<file path="src/rtl/awg_seq_index_receiver.sv">
// AWG-side receiver for the Data_Select-framed serial sequencer-index load.
// Oversamples ser_clk/ser_data/ser_load on clk and assembles a 19-bit index.
//
// Ports:
//   clk, rst_n   system clock, asynchronous active-low reset
//   ser_clk      serial bit strobe (data valid at its rising edge)
//   ser_data     serial data: Data_Select first, then index bits MSB-first
//   ser_load     load strobe; its rising edge ends a frame
//   seq_index    last committed index {hi_reg, lo}
//   index_valid  one-cycle pulse when seq_index updates
//   hi_valid     hi_reg written since reset or the last index commit
//   frame_err    one-cycle pulse when a frame is discarded
//   busy         a frame is partially shifted
module awg_seq_index_receiver #(
    parameter int SYNC_STAGES = 2,
    parameter int HI_WIDTH    = 6,
    parameter int LO_WIDTH    = 13
) (
    input  logic                         clk,
    input  logic                         rst_n,
    input  logic                         ser_clk,
    input  logic                         ser_data,
    input  logic                         ser_load,
    output logic [HI_WIDTH+LO_WIDTH-1:0] seq_index,
    output logic                         index_valid,
    output logic                         hi_valid,
    output logic                         frame_err,
    output logic                         busy
);

    localparam int SW = LO_WIDTH + 1;
    localparam logic [4:0] CNT_MAX = 5'(LO_WIDTH + 2);
    localparam logic [4:0] CNT_HI  = 5'(HI_WIDTH + 1);
    localparam logic [4:0] CNT_LO  = 5'(LO_WIDTH + 1);

    typedef enum logic [1:0] {
        IDLE   = 2'd0,
        SHIFT  = 2'd1,
        COMMIT = 2'd2
    } state_t;

    logic [SYNC_STAGES-1:0] clk_sync_q;
    logic [SYNC_STAGES-1:0] dat_sync_q;
    logic [SYNC_STAGES-1:0] ld_sync_q;
    logic                   clk_prev_q;
    logic                   ld_prev_q;

    state_t                        state_q;
    logic [SW-1:0]                 shreg_q;
    logic [4:0]                    bit_cnt_q;
    logic                          ovf_q;
    logic [HI_WIDTH-1:0]           hi_reg_q;
    logic [HI_WIDTH+LO_WIDTH-1:0]  seq_index_q;
    logic                          index_valid_q;
    logic                          hi_valid_q;
    logic                          frame_err_q;

    logic clk_s;
    logic dat_s;
    logic ld_s;
    logic shift_en;
    logic load_en;

    assign clk_s    = clk_sync_q[SYNC_STAGES-1];
    assign dat_s    = dat_sync_q[SYNC_STAGES-1];
    assign ld_s     = ld_sync_q[SYNC_STAGES-1];
    assign shift_en = clk_s & ~clk_prev_q;
    assign load_en  = ld_s & ~ld_prev_q;

    always_ff @(posedge clk or negedge rst_n) begin
        if (!rst_n) begin
            clk_sync_q <= '0;
            dat_sync_q <= '0;
            ld_sync_q  <= '0;
            clk_prev_q <= 1'b0;
            ld_prev_q  <= 1'b0;
        end else begin
            clk_sync_q <= {clk_sync_q[SYNC_STAGES-2:0], ser_clk};
            dat_sync_q <= {dat_sync_q[SYNC_STAGES-2:0], ser_data};
            ld_sync_q  <= {ld_sync_q[SYNC_STAGES-2:0], ser_load};
            clk_prev_q <= clk_s;
            ld_prev_q  <= ld_s;
        end
    end

    always_ff @(posedge clk or negedge rst_n) begin
        if (!rst_n) begin
            state_q       <= IDLE;
            shreg_q       <= '0;
            bit_cnt_q     <= '0;
            ovf_q         <= 1'b0;
            hi_reg_q      <= '0;
            seq_index_q   <= '0;
            index_valid_q <= 1'b0;
            hi_valid_q    <= 1'b0;
            frame_err_q   <= 1'b0;
        end else begin
            index_valid_q <= 1'b0;
            frame_err_q   <= 1'b0;
            unique case (state_q)
                IDLE: begin
                    // A lone load_en here is a zero-bit frame and is ignored.
                    if (shift_en) begin
                        shreg_q   <= {shreg_q[SW-2:0], dat_s};
                        bit_cnt_q <= 5'd1;
                        state_q   <= load_en ? COMMIT : SHIFT;
                    end
                end
                SHIFT: begin
                    // Same-cycle shift and load: the bit still counts.
                    if (shift_en) begin
                        shreg_q <= {shreg_q[SW-2:0], dat_s};
                        if (bit_cnt_q != CNT_MAX) begin
                            bit_cnt_q <= bit_cnt_q + 5'd1;
                        end
                        if (bit_cnt_q >= CNT_LO) begin
                            ovf_q <= 1'b1;
                        end
                    end
                    if (load_en) begin
                        state_q <= COMMIT;
                    end
                end
                COMMIT: begin
                    // A bit arriving now cannot be kept, so the frame is bad.
                    if (ovf_q || shift_en) begin
                        frame_err_q <= 1'b1;
                    end else if (bit_cnt_q == CNT_HI && shreg_q[HI_WIDTH]) begin
                        hi_reg_q   <= shreg_q[HI_WIDTH-1:0];
                        hi_valid_q <= 1'b1;
                    end else if (bit_cnt_q == CNT_LO && !shreg_q[LO_WIDTH]) begin
                        seq_index_q   <= {hi_reg_q, shreg_q[LO_WIDTH-1:0]};
                        index_valid_q <= 1'b1;
                        hi_valid_q    <= 1'b0;
                    end else begin
                        frame_err_q <= 1'b1;
                    end
                    shreg_q   <= '0;
                    bit_cnt_q <= '0;
                    ovf_q     <= 1'b0;
                    state_q   <= IDLE;
                end
                default: begin
                    state_q <= IDLE;
                end
            endcase
        end
    end

    assign seq_index   = seq_index_q;
    assign index_valid = index_valid_q;
    assign hi_valid    = hi_valid_q;
    assign frame_err   = frame_err_q;
    assign busy        = (bit_cnt_q != 5'd0);

endmodule

</file>
<file path="config.mk">
export PLATFORM = sky130hd
export DESIGN_NAME = awg_seq_index_receiver
export DESIGN_NICKNAME = d
export VERILOG_FILES = /design/src/rtl/awg_seq_index_receiver.sv
export SDC_FILE = /design/constraint.sdc
export NUM_CORES = 1
export LEC_CHECK = 0
export CAP_MARGIN = 5
export CELL_PAD_IN_SITES_DETAIL_PLACEMENT = 1
export CELL_PAD_IN_SITES_GLOBAL_PLACEMENT = 2
export CORE_MARGIN = 1
export CORE_UTILIZATION = 36
export CTS_CLUSTER_DIAMETER = 40
export DETAILED_ROUTE_END_ITERATION = 7
export PLACE_DENSITY_LB_ADDON = 0.08
export SYNTH_ARGS = -nofsm -noshare
export SYNTH_HDL_FRONTEND = slang
export SYNTH_SLANG_ARGS = --single-unit
</file>
<file path="constraint.sdc">
create_clock -name clk -period 2.9 [get_ports clk]
set_clock_uncertainty 0.15 [all_clocks]
set_input_delay 0.29 -clock clk [delete_from_list [all_inputs] [get_ports clk]]
set_output_delay 0.29 -clock clk [all_outputs]
set_load 0.02 [all_outputs]
</file>
==> results.py, run 1 <==
metrics = {
    "clock_network": {
        "cts_buffer_depth": 2,
        "clock-sinks": 58,
        "cts_inserted_buffers": 9,
        "post_cts_resized": 0,
        "clk_pin_slew_ps": 60,
        "cts_tree": "yes",
        "post_cts_buffers": 0,
        "htree_levels": 3,
        "cts-root-buf": "clkbuf_8",
        "worstSkewPairLatency_ps": 330,
        "hold_buffers": 1,
    },
    "sta": {
        "slew_headroom": 0.470,
        "hold_violations": 0,
        "fin_crit_sh": 0.807,
        "max_freq_ghz": 0.427,
        "period_needed_ps": 2340,
        "holdWs_ps": 204,
        "tns_ps": 0,
        "worstMarginPinSlew_ps": 794,
        "drv_slew": 0,
        "setup_viol": 0,
        "rsz0062_at_grt": "no",
    },
    "layout": {
        "drive_gt1_frac": 0.190,
        "final_util": 0.465,
        "area_growth_pct": 22.2,
        "design_area_um2": 3000,
        "n_antenna_cell": 0,
        "nNetsFinal": 242,
    },
    "global_route": {
        "grt_usage": 0.160,
        "grt_overflow": 0,
        "grt_pass1_wl_mm": 8.74,
        "grt_pass1_vias": 1702,
        "antenna_found_initial": 0,
        "grt_max_degree": 37,
    },
    "synthesis": {
        "yosys.area.top_type": "dfrtp_1",
        "synth_edf_count": 0,
        "netlist_instances": 193,
        "synthFlopType": "dfrtp_1",
        "synth.distinct_cells": 34,
        "synth_area_um2": 2460,
        "ys_async_sr_fraction": 1.00,
        "yosysWarnings": 0,
        "synth_area_leaders": "dfrtp_1 (59%), mux2_4 (11%), nand2_1 (4.6%)",
        "ys_seq_area_frac": 0.591,
        "synth_top_area_share": 0.591,
        "ys_seq_elements": 58,
        "avgSynthCellArea_um2": 12.7,
        "syn_nets": 206,
    },
    "placed_design": {
        "io_buffers": 27,
        "dpl_cell_area_um2": 2800,
        "gp_congestion": 0.772,
        "dpl.hpwl_mm": 3.23,
    },
    "route": {
        "vias": 1542,
        "routed_via_density": 4.99,
        "dr.first_iter.drc_count": 83,
        "wl_mm": 4.80,
        "dr.pass1.iters": 6,
        "drc_errors": 0,
        "drt.antenna.violating_nets": 0,
        "wl_per_cell_um": 15.5,
    },
    "die": {
        "ios": 28,
        "die_w_um": 84.6,
        "core_um2": 6460,
        "die_y_um": 84.6,
        "die-area_um2": 7160,
        "start_util": 0.380,
        "num_rows": 29,
    },
    "worst_setup_path": {
        "crit_path_max_fanout": 21,
        "startpoint_type": "flip-flop",
        "startpoint": "state_q[0]",
        "critical_path_arrival_ps": 2400,
        "cp_data_required_time_ps": 2960,
        "cp-end-kind": "flip-flop",
        "crit_type": "reg -> reg",
        "regToRegStartpoint": "state_q[0]",
    },
    "status": {
        "status": "finished clean",
    },
    "run": {
        "maxCapViolCount": 0,
    },
    "worst_hold_path": {
        "min_path_type": "reg -> reg",
        "hp-start": "dat_sync_q[0]",
    },
    "power": {
        "power_density_nw_per_um2": 740,
        "ir_drop_v": 0.000228,
        "p_leak_nw": 1.46,
    },
}
==> synth_stat cells (all sizes together) (3+ instances only) <==
master   n
a21oi    4
nor2b    4
ha       8
inv      8
and3     3
nand2   31
mux2    25
mux2i    3
buf      5
nand3b   4
dfrtp   58
nor2     4
o21ai   18
==> layout by cell type (no fill, tap or decap), types with 2 or more instances in the layout <==
master,netlist,final
inv_1,7,7
and3_1,3,3
nor2_1,4,4
o21ai_0,15,15
mux2_1,6,6
a31oi_1,2,2
nand2_1,30,30
mux2i_1,2,2
mux2_4,18,18
nand3b_1,4,4
nand4_1,2,2
buf_4,1,4
nor3_2,2,2
nor2b_1,3,3
dfrtp_1,58,58
clkbuf_8,0,11
ha_1,8,8
a21oi_1,4,4
clkinv_2,0,2
o21ai_1,3,3
clkdlybuf4s50_1,0,26
a21o_1,2,2
a41oi_1,2,2
==> routing by layer <==
layer | vias up | part of all wire | GRT usage
li1 | 729 | - | -
met4 | 0 | 0.012 | 0.0740
met2 | 29 | 0.45 | 0.237
met3 | 6 | 0.038 | 0.0354
met5 | - | 0 | 0
met1 | 778 | 0.50 | 0.223
==> cell type report <==
type                       count  area (um^2)
clock buffer                  11          151
clock inverter                 3         40.0
fill                         698         3460
inverter                       8         30.0
multi-input combinational    120          927
sequential                    58         1450
tap                           77         96.3
timing repair buffer          32          305
==> critical path: stages (launching register included) <==
cell and delay [ps]:
dfrtp_1 410, inv_1 120, ha_1 230, inv_2 170, nor3_2 250, nand2_2 430, mux2_4 450
==> report_power, final <==
part           switching (W)  internal [W]
Clock               0.000301      0.000431
Combinational       0.000289      0.000169
Sequential          0.000109      0.000921
Total               0.000699       0.00152
==> kinds of logic (layout without fill, tap and decap cells) <==
group / after synthesis / count (layout) / synth area share
muxes: 28 / 28 / 0.156
and+or+nand+nor: 52 / 52 / 0.105
buffers and inverters: 15 / 54 / 0.0316
AOI/OAI and AO/OA: 32 / 32 / 0.0759
DFF: 58 / 58 / 0.591
adders and majority gates: 8 / 8 / 0.0408
==> through the flow <==
stage	std cells	setup WS [ps]	power [W]
2_1_floorplan	193	1050	0.00134
3_3_place_gp	294	611	0.00148
3_5_place_dp	294	524	0.00151
4_1_cts	309	494	0.00226
5_1_grt	309	363	0.00239
6_report	309	561	0.00222
==> worst paths after layout <==
kind | end | slack, ps | depth (start not counted)
setup / recovery | seq_index[7] | 560 | 6
hold / removal | dat_sync_q[1] | 200 | 0
setup reg to reg | seq_index[7] | 560 | 6
hold reg to reg | dat_sync_q[1] | 200 | 0
max in group asynchronous | shreg_q[9] | 1480 | 3
min in group asynchronous | bit_cnt_q[1] | 430 | 2
==> flip-flops by register name, summed over array words and instances (netlist names), 2 cells and up <==
| signal | count |
|---|---|
| clk_sync_q | 2 |
| hi_reg_q | 6 |
| dat_sync_q | 2 |
| shreg_q | 14 |
| seq_index | 19 |
| bit_cnt_q | 5 |
| ld_sync_q | 2 |
| state_q | 2 |
(Power assumes the default switching activity.)
==> run 2: changes to the inputs <==
==> constraint.sdc (replaced) <==
create_clock -name clk -period 2.19 [get_ports clk]
set_clock_uncertainty 0.15 [all_clocks]
set_input_delay 0.219 -clock clk [delete_from_list [all_inputs] [get_ports clk]]
set_output_delay 0.219 -clock clk [all_outputs]
set_load 0.02 [all_outputs]
==> run 2 against run 1 <==
Count of clock-buffer cells in the layout decreased by 1. Combinational power rose by 40%. Utilization up 0.93 points. Critical path depth is 2 lower. Worst hold slack got worse by 27 ps. Flip-flop and latch count unchanged. Sequential power increased by 32%. Register-to-register slack lost 430 ps. Final cell count up 1.3%. Cell area is 2.0% higher. Largest cell class unchanged. Largest power group unchanged.
==> results.py, run 2 (synthesis results as in run 1) <==
metrics = {
    "status": {
        "status": "finished clean",
    },
    "worst_setup_path": {
        "reg2reg_slack_ps": 130,
        "crit_end": "busy",
        "crit_path_max_fanout": 4,
        "critical_path_arrival_ps": 1710,
        "crit_type": "reg -> out",
        "cp_data_required_time_ps": 1820,
        "r2r_end": "bit_cnt_q[0]",
        "cp-end-kind": "output pin",
        "regToRegStartpoint": "bit_cnt_q[1]",
        "reg2reg_depth": 6,
        "startpoint": "bit_cnt_q[0]",
        "startpoint_type": "flip-flop",
    },
    "route": {
        "wl_mm": 4.98,
        "routed_via_density": 5.07,
        "wl_per_cell_um": 15.9,
        "drt.antenna.violating_nets": 0,
        "dr.pass1.iters": 6,
        "drc_errors": 0,
        "vias": 1586,
        "dr.first_iter.drc_count": 69,
    },
    "die": {
        "start_util": 0.380,
        "num_rows": 29,
        "die_y_um": 84.6,
        "die-area_um2": 7160,
        "die_w_um": 84.6,
        "ios": 28,
        "core_um2": 6460,
    },
    "global_route": {
        "grt_max_degree": 38,
        "antenna_found_initial": 0,
        "grt_pass1_vias": 1721,
        "grt_overflow": 0,
        "grt_pass1_wl_mm": 8.73,
        "grt_usage": 0.159,
    },
    "placed_design": {
        "gp_congestion": 0.864,
        "dpl.hpwl_mm": 3.36,
        "io_buffers": 27,
    },
    "clock_network": {
        "cts_tree": "yes",
        "cts_buffer_depth": 2,
        "cts-root-buf": "clkbuf_8",
        "cts_inserted_buffers": 9,
        "post_cts_buffers": 0,
        "clk_pin_slew_ps": 70,
        "htree_levels": 3,
        "worstSkewPairLatency_ps": 320,
        "clock-sinks": 58,
    },
    "sta": {
        "rsz0062_at_grt": "no",
        "period_needed_ps": 2080,
        "setup_viol": 0,
        "worstMarginPinSlew_ps": 522,
        "slew_headroom": 0.652,
        "holdWs_ps": 177,
        "hold_violations": 0,
        "tns_ps": 0,
        "fin_crit_sh": 0.951,
        "max_freq_ghz": 0.480,
        "drv_slew": 0,
    },
    "run": {
        "maxCapViolCount": 0,
    },
    "layout": {
        "final_common_cell": "dfrtp_1",
        "largest_reg_flops": 19,
        "n_antenna_cell": 0,
        "drive_gt1_frac": 0.203,
        "final_cell_mix": "dfrtp_1 (58), nand2_1 (30), clkdlybuf4s50_1 (26)",
        "nNetsFinal": 245,
        "area_growth_pct": 24.7,
    },
    "power": {
        "power_density_nw_per_um2": 1010,
        "ir_drop_v": 0.000441,
        "p_leak_nw": 1.49,
    },
    "worst_hold_path": {
        "min_path_type": "in -> reg",
    },
}
run 2: cell types whose count changed in the layout (fill, tap and decap cells not counted), sizes merged:
cell,before,now
bufinv,1,2
clkbuf,11,10
clkinv,2,3
buf,5,8
run 2: per-stage QoR:
stage	worst slack [ps]	power [W]	util	std cells	cell area, um^2
finish	107	0.00308	0.474	313	3060
CTS	84.0	0.00313	0.474	313	3060
detailed placement	183	0.00203	0.439	297	2840
global route	28.2	0.00328	0.474	313	3060
floorplan	339	0.00177	-	193	2460
global placement	272	0.00197	0.439	297	2840
run 2: worst max-delay path: stages (launching register included):
cell and delay, ps:
dfrtp_1 390, inv_1 110, ha_1 210, nand3b_1 70
clkdlybuf4s50_1 610
run 2: layout make-up:
type,instances,area (um^2)
Clock buffer,10,138
Sequential cell,58,1450
Tap cell,77,96.3
Multi-Input combinational cell,120,927
Clock inverter,5,78.8
Timing Repair Buffer,35,340
Inverter,8,30.0
Fill cell,680,3400
run 2: where the power goes:
group / total, W / switching, W / leakage (nW) / internal (W)
Clock: 0.00108 / 0.000419 / 0.112 / 0.000663
Combinational: 0.000640 / 0.000398 / 0.596 / 0.000242
Sequential: 0.00136 / 0.000139 / 0.781 / 0.00122
Total: 0.00308 / 0.000957 / 1.49 / 0.00212
run 2: timing repair:
item | CTS | global route
hold buffers | 1 | 0
resized for setup | 0 | 0
hold endpoints to repair | 21 | 0
run 2: worst min-delay path by stage:
stage,endpoint,slack (ps),start,depth (start not counted)
after floorplan,bit_cnt_q[0],-230,rst_n,0
after global placement,bit_cnt_q[2],70,rst_n,1
after detailed placement,bit_cnt_q[2],80,rst_n,1
after CTS,dat_sync_q[0],160,ser_data,1
after global routing,dat_sync_q[0],150,ser_data,1
final,dat_sync_q[0],180,ser_data,1
run 2: per-layer routing:
layer  up-vias  global-route usage  wire, um
met5         -                   0         0
li1        739                   -         -
met4         0              0.0724        81
met3         8              0.0393       142
met2        37               0.255      2360
met1       802               0.203      2400
==> run 3: changes to the inputs <==
--- a/config.mk
+++ b/config.mk
@@ -9,7 +9,7 @@
 export CELL_PAD_IN_SITES_DETAIL_PLACEMENT = 1
 export CELL_PAD_IN_SITES_GLOBAL_PLACEMENT = 2
 export CORE_MARGIN = 1
-export CORE_UTILIZATION = 36
+export CORE_UTILIZATION = 38
 export CTS_CLUSTER_DIAMETER = 40
 export DETAILED_ROUTE_END_ITERATION = 7
 export PLACE_DENSITY_LB_ADDON = 0.08
==> run 3 against run 2 <==
Register-to-register slack gained 50 ps. Maximum frequency rose by 1.2%. Utilization increased by 3.0 points. Cell area shrank 0.25%. Clock power shrank 6%.
==> results.py, run 3 (synthesis results as in run 1) <==
metrics = {
    "route": {
        "wl_per_cell_um": 15.6,
        "dr.pass1.iters": 4,
        "dr.first_iter.drc_count": 46,
        "vias": 1560,
        "wl_mm": 4.88,
        "drt.antenna.violating_nets": 0,
        "drc_errors": 0,
        "routed_via_density": 5.00,
    },
    "power": {
        "power.total_w": 0.00300,
        "switching_share": 0.309,
        "power_density_nw_per_um2": 982,
        "p_seq_frac": 0.453,
        "clkPwrFrac": 0.336,
        "ir_drop_v": 0.000442,
        "pwr-share-comb": 0.211,
        "p_sw_w": 0.000927,
        "intPower_w": 0.00207,
        "p_leak_nw": 1.49,
    },
    "layout": {
        "largest_reg_flops": 19,
        "final_common_cell": "dfrtp_1",
        "area_growth_pct": 24.4,
        "drive_gt1_frac": 0.203,
        "nNetsFinal": 246,
        "final_cell_mix": "dfrtp_1 (58), nand2_1 (30), clkdlybuf4s50_1 (26)",
        "fill_cells": 634,
        "n_antenna_cell": 0,
    },
    "global_route": {
        "grt_usage": 0.174,
        "antenna_found_initial": 0,
        "grt_pass1_vias": 1706,
        "grt_pass1_wl_mm": 8.38,
        "grt_max_degree": 31,
        "grt_overflow": 0,
    },
    "sta": {
        "drv_slew": 0,
        "slew_headroom": 0.537,
        "worstMarginPinSlew_ps": 695,
        "tns_ps": 0,
        "fin_crit_sh": 0.940,
        "hold_violations": 0,
        "period_needed_ps": 2060,
        "rsz0062_at_grt": "no",
        "setup_viol": 0,
        "max_freq_ghz": 0.486,
    },
    "clock_network": {
        "post_cts_resized": 0,
        "worstSkewPairLatency_ps": 330,
        "cts_tree": "yes",
        "cts-root-buf": "clkbuf_8",
        "htree_levels": 3,
        "clk_pin_slew_ps": 60,
        "cts_inserted_buffers": 9,
        "cts_buffer_depth": 2,
        "clock-sinks": 58,
    },
    "die": {
        "ios": 28,
        "die_w_um": 82.4,
        "die-area_um2": 6790,
        "num_rows": 28,
        "core_um2": 6060,
        "die_y_um": 82.4,
        "start_util": 0.405,
    },
    "worst_setup_path": {
        "crit_path_max_fanout": 4,
        "cp_data_required_time_ps": 1820,
        "crit_type": "reg -> out",
        "cp-end-kind": "output pin",
        "path_cells": "inv_1, ha_1, nand3b_1, clkdlybuf4s50_1",
        "startpoint_type": "flip-flop",
        "slowest_stage": "clkdlybuf4s50_1",
        "critical_path_arrival_ps": 1690,
        "max_stage_delay_ps": 600,
    },
    "run": {
        "maxCapViolCount": 0,
    },
    "placed_design": {
        "dpl.hpwl_mm": 3.36,
        "io_buffers": 27,
        "gp_congestion": 0.824,
    },
    "worst_hold_path": {
        "min_path_type": "in -> reg",
    },
    "status": {
        "status": "finished clean",
    },
}
-- run 3: cell count changes in the layout (fill, tap and decap cells not counted), sizes merged --
cell	delta
bufinv	-1
buf	+1
clkbuf	+3
clkinv	-2
-- run 3: layer usage --
| metal | GRT usage | share of wire | vias to the layer above |
|---|---|---|---|
| met5 | 0 | 0 | - |
| met4 | 0.0684 | 0.017 | 0 |
| met3 | 0.0670 | 0.048 | 11 |
| met2 | 0.263 | 0.46 | 36 |
| met1 | 0.223 | 0.48 | 774 |
| li1 | - | - | 739 |
-- run 3: timing repair --
| action | CTS | global route |
|---|---|---|
| hold buffers | 1 | 0 |
| setup buffers | 0 | 0 |
| hold endpoints to repair | 28 | 0 |
-- run 3: final cells by class --
type                       count  area, um^2  area share
tap                           75        93.8      0.0307
clock buffer                  13         169      0.0553
multi-input combinational    120         927       0.304
sequential                    58        1450       0.475
inverter                       8        30.0     0.00983
clock inverter                 2        35.0      0.0115
timing repair buffer          36         348       0.114
-- run 3: stage by stage --
step,instances,worst slack [ps],cell area [um^2],hold WS (ps),util
6_report,312,132,3050,169,0.504
3_3_place_gp,296,277,2840,145,0.469
5_1_grt,312,20.9,3050,155,0.504
3_5_place_dp,296,182,2840,167,0.469
4_1_cts,312,96.6,3050,149,0.504
2_1_floorplan,193,339,2460,-227,-
-- run 3: power by group through the flow --
stage | Sequential, W | Combinational, W | Clock, W
finish | 0.00136 | 0.000632 | 0.00101
global route | 0.00139 | 0.000741 | 0.00108
CTS | 0.00136 | 0.000645 | 0.00105
detailed placement | 0.00138 | 0.000641 | 0
global placement | 0.00137 | 0.000603 | 0
floorplan | 0.00134 | 0.000432 | 0
-- run 3: worst max-delay path: cells and delay by family, from the launching register on --
family	cells	cell delay (ps)
buf+inv	2	700
fa+ha+maj	1	200
simple gates	1	80
flops	1	390
-- run 3: path summary, 6_finish.rpt --
kind	from	to	slack, ps	cells past startpoint
max	bit_cnt_q[0]	busy	130	4
min	ser_clk	clk_sync_q[0]	170	1
max reg2reg	bit_cnt_q[0]	bit_cnt_q[0]	180	6
min reg2reg	ld_sync_q[0]	ld_sync_q[1]	210	0
max in group asynchronous	rst_n	bit_cnt_q[0]	1000	3
min in group asynchronous	rst_n	seq_index[18]	320	2
